## src/rtl/parity_frame_rx.sv

```systemverilog
// rtl/parity_frame_rx.sv - serial frame receiver with parity/stop check and saturating error count
//
// Frame: start(0), DATA_W data bits LSB-first, parity bit, stop(1).
// Ports:
//   CLK, reset        clock and synchronous active-high reset
//   D_in, bit_valid   serial bit and its one-cycle qualifying strobe
//   clr_cnt           synchronous clear of err_count (wins over increment)
//   data_out          last received word, held until the next frame completes
//   frame_valid       one-cycle pulse per completed frame
//   parity_err        parity result of the last frame, held
//   frame_err         stop-bit result of the last frame, held
//   busy              registered (state != IDLE)
//   err_count         saturating count of frames with any error

module parity_frame_rx #(
  parameter int DATA_W     = 8,
  parameter int PARITY_ODD = 0,
  parameter int CNT_W      = 8
) (
  input  logic              CLK,
  input  logic              reset,
  input  logic              D_in,
  input  logic              bit_valid,
  input  logic              clr_cnt,
  output logic [DATA_W-1:0] data_out,
  output logic              frame_valid,
  output logic              parity_err,
  output logic              frame_err,
  output logic              busy,
  output logic [CNT_W-1:0]  err_count
);

  localparam int BCW = $clog2(DATA_W + 1);
  localparam logic [BCW-1:0] LAST_BIT = BCW'(DATA_W - 1);
  localparam logic ODD_BIT = (PARITY_ODD != 0);

  typedef enum logic [1:0] {IDLE, DATA, PARITY, STOP} state_t;

  state_t            state, state_next;
  logic [BCW-1:0]    bit_cnt;
  logic [DATA_W-1:0] shreg;
  logic [DATA_W-1:0] shreg_shift;
  logic              run_par;
  logic              perr;
  logic              frame_bad;

  // New bit enters at the MSB so the first (LSB) data bit lands at bit 0.
  generate
    if (DATA_W == 1) begin : g_shift_one
      assign shreg_shift = D_in;
    end else begin : g_shift_many
      assign shreg_shift = {D_in, shreg[DATA_W-1:1]};
    end
  endgenerate

  assign frame_bad = perr | ~D_in;

  always_comb begin
    state_next = state;
    if (bit_valid) begin
      case (state)
        IDLE:    if (!D_in) state_next = DATA;
        DATA:    if (bit_cnt == LAST_BIT) state_next = PARITY;
        PARITY:  state_next = STOP;
        STOP:    state_next = IDLE;
        default: state_next = IDLE;
      endcase
    end
  end

  always_ff @(posedge CLK) begin
    if (reset) begin
      state       <= IDLE;
      busy        <= 1'b0;
      bit_cnt     <= '0;
      shreg       <= '0;
      run_par     <= 1'b0;
      perr        <= 1'b0;
      data_out    <= '0;
      frame_valid <= 1'b0;
      parity_err  <= 1'b0;
      frame_err   <= 1'b0;
      err_count   <= '0;
    end else begin
      state       <= state_next;
      busy        <= (state_next != IDLE);
      frame_valid <= 1'b0;

      if (bit_valid) begin
        case (state)
          IDLE: begin
            if (!D_in) begin
              bit_cnt <= '0;
              shreg   <= '0;
              run_par <= 1'b0;
            end
          end
          DATA: begin
            shreg   <= shreg_shift;
            run_par <= run_par ^ D_in;
            bit_cnt <= bit_cnt + BCW'(1);
          end
          PARITY: begin
            perr <= run_par ^ D_in ^ ODD_BIT;
          end
          STOP: begin
            data_out    <= shreg;
            parity_err  <= perr;
            frame_err   <= ~D_in;
            frame_valid <= 1'b1;
          end
          default: ;
        endcase
      end

      if (clr_cnt) begin
        err_count <= '0;
      end else if (bit_valid && (state == STOP) && frame_bad && (err_count != '1)) begin
        err_count <= err_count + CNT_W'(1);
      end
    end
  end

endmodule

```

## config.mk

```make
export PLATFORM = sky130hd
export DESIGN_NAME = parity_frame_rx
export DESIGN_NICKNAME = d
export VERILOG_FILES = /design/src/rtl/parity_frame_rx.sv
export SDC_FILE = /design/constraint.sdc
export NUM_CORES = 1
export LEC_CHECK = 0
export CAP_MARGIN = 20
export CORE_UTILIZATION = 43
export CTS_BUF_LIST = sky130_fd_sc_hd__clkbuf_8
export DETAILED_ROUTE_END_ITERATION = 10
export HOLD_SLACK_MARGIN = 0.02
export PLACE_DENSITY = 0.71
export SLEW_MARGIN = 30
export SYNTH_ARGS = -nofsm -noshare
export SYNTH_HDL_FRONTEND = slang
export SYNTH_SLANG_ARGS = --single-unit
```

## constraint.sdc

```tcl
create_clock -name CLK -period 1.8 [get_ports CLK]
set_input_delay 0.27 -clock CLK [delete_from_list [all_inputs] [get_ports CLK]]
set_output_delay 0.27 -clock CLK [all_outputs]
set_load 0.05 [all_outputs]
```

==> run_results.csv <==
group,metric,value,unit
logic_synthesis,synthArstFlopShare,0,%
timing,worst_pin_slew,0.499,ns
power,peakVddDrop,0.593,mV
global_route,grt_use_total,18.3,%
timing,skew,0.00786,ns
timing,fmax,0.572,GHz
run,maxCapViolations,0,
routing,drtIter0Drc,84,
cts,cts.clk_slew.worst_paths,0.07,ns
layout,synthToLayoutAreaGrowth,28.5,%
routing,num_vias,1254,
routing,drt_pass1_iterations,4,
status,outcome,"complete, no violations",
setup_path,crit_type,"reg -> out",
logic_synthesis,yosysMostFrequentCell,"dfxtp_1",
setup_path,critical_path_arrival,1.48,ns
routing,wl_met2,1420,µm
global_route,grt_max_degree,29,
logic_synthesis,synth.ff_latch_count,36,
floorplanning,fp.dieW,60.4,µm
layout,fill_cells,301,
logic_synthesis,synth_nets,174,
global_route,grt_pass1_vias,1170,
logic_synthesis,synth_top_area_share,49.1,%
logic_synthesis,seq_area_frac_synth,49.1,%
cts,worstSkewPairLatency,0.28,ns
routing,drc,0,
setup_path,path_buf_inv,1,
timing,holdWs,0.456,ns
global_route,antenna_found_initial,0,
logic_synthesis,yosys_warnings,0,
routing,route.met3.wl,123,µm
placement,placed_cell_area,1770,µm²
floorplanning,core_area,3150,µm²
layout,fin_area,1880,µm²
routing,met1_length,1290,µm
timing,timing.final.crit_share,97.1,%
layout,antenna_cells,0,
min_path,hold_class,"reg -> reg",
timing,rsz0062_at_grt,"false",
setup_path,crit_family,"buffers and inverters",
floorplanning,num_io_pins,25,
setup_path,critPathRequiredTime,1.53,ns
routing,via_per_inst,5.16,
cts,cts.sinks,36,
power,power,1560,µW
timing,period_needed,1.75,ns
global_route,grt_overflow_total,0,
cts,htree_num_levels,2,
logic_synthesis,ys_types,34,
setup_path,path_max_fanout,4,
routing,wl,2860,µm
setup_path,crit_path_max_incr_delay,0.82,ns
logic_synthesis,syn_area,1470,µm²
layout,fin_nets,205,
global_route,grt_pass1_wl,4880,µm
min_path,holdCritStartpoint,"data_out[2]",
floorplanning,num_rows,20,
placement,place_inst,235,
setup_path,crit_chain,"clkdlybuf4s50_1",
routing,top_layer_used,"met4",
timing,setup_viol,0,
setup_path,critical_path.startpoint_type,"flip-flop",
power,leakagePower,0.000697,µW
logic_synthesis,synth_commonest_cells,"dfxtp_1, nand2_1, a21oi_1, nor2_1, a22oi_1",
cts,cts_tree,"built",
setup_path,cp-end-kind,"output port",
cts,cts_made_buffers,5,
timing,hold_viol,0,
placement,gp_congestion,0.765,
timing,relSlewSlack,66.7,%
floorplanning,initial_utilization,46.5,%
logic_synthesis,synthCells,167,
setup_path,crit_path_start,"err_count[7]",
placement,portBuffers,24,
timing,tns,0,ns
logic_synthesis,syn_avg_cell_area,8.78,µm²
setup_path,crit_slowest_cell,"clkdlybuf4s50_1",
timing,slew_viol_final,0,
cts,cts-hold-fix-buffers,0,
setup_path,regToRegStartpoint,"err_count[1]",
placement,hpwl,2090,µm
logic_synthesis,synth_top_area_cell,"dfxtp_1",
logic_synthesis,synthTopCellsByArea,"dfxtp_1, a21oi_1, nand2_1",
power,power_density,830,nW/µm²
cts,clock-root-buffer,"clkbuf_8",
cts,clock_path_buffers,2,
layout,drive_above_1_share,14.6,%
routing,postRouteAntennaNets,0,
routing,wl_per_cell,11.8,µm
floorplanning,fp.dieH,60.4,µm
logic_synthesis,synth_ff_type,"dfxtp_1",
logic_synthesis,synth_edf_count,0,
floorplanning,die_area,3650,µm²
layout,finalNonFillerCells,243,
## layout by cell type (no fill, tap or decap), drive strengths merged, types with 5 or more instances in the layout
| cell | count |
|---|---|
| dfxtp | 36 |
| clkdlybuf4s50 | 17 |
| buf | 17 |
| nand3 | 5 |
| clkbuf | 5 |
| a22oi | 8 |
| nor2 | 19 |
| o21ai | 5 |
| a21oi | 19 |
| nand2 | 24 |
## stage by stage
step                      util [%]  setup WS (ns)
after floorplan                  -        0.00389
after global placement        56.2         0.0139
after detailed placement      56.2        -0.0154
after CTS                     59.6         0.0347
after global routing          59.8         0.0179
final                         59.8         0.0518
## sequential cells by signal, indices dropped and copies added, names as in the netlist
register	count
bit_cnt	4
parity_err	1
frame_valid	1
perr	1
err_count	8
state	2
run_par	1
data_out	8
frame_err	1
shreg	8
busy	1
## cell type report
class / instances / area (µm²) / share of cell area, %
inverters: 3 / 11.3 / 0.598
clock inverters: 3 / 38.8 / 2.06
clock buffers: 5 / 68.8 / 3.65
flip-flops and latches: 36 / 722 / 38.3
repair buffers: 35 / 310 / 16.5
multi-input cells: 117 / 678 / 36.0
well taps: 44 / 55.1 / 2.92
## timing repair
action,in CTS,in global routing
buffers inserted,0,0
gates resized for setup,0,2
setup endpoints to repair,0,2
## per-layer routing
layer	up-vias	global-route usage (%)
met5	-	0
met4	0	9.63
met3	2	5.76
met2	27	29.7
met1	568	21.7
li1	657	-
## cell families after synthesis
logic type | share of synthesized area, %
xor gates and xnor gates | 1.79
adders and majority gates | 1.71
DFF | 49.1
and+or+nand+nor | 21.6
buffers and inverters | 4.86
muxes | 0.683
AOI/OAI and AO/OA | 20.2
## final timing paths
kind | cells after the start | endpoint | slack [ns]
setup reg to reg | 5 | err_count[7] | 0.20
hold / removal | 2 | data_out[2] | 0.46
setup / recovery | 1 | err_count[7] | 0.05
hold reg to reg | 2 | data_out[2] | 0.46
## power breakdown
part | internal (µW) | leakage (µW) | switching (µW)
sequential | 802 | 0.000291 | 4.04
combinational | 31.7 | 0.000346 | 46.8
clock | 405 | 0.0000593 | 275
total | 1240 | 0.000697 | 326
(Power assumes the default switching activity.)
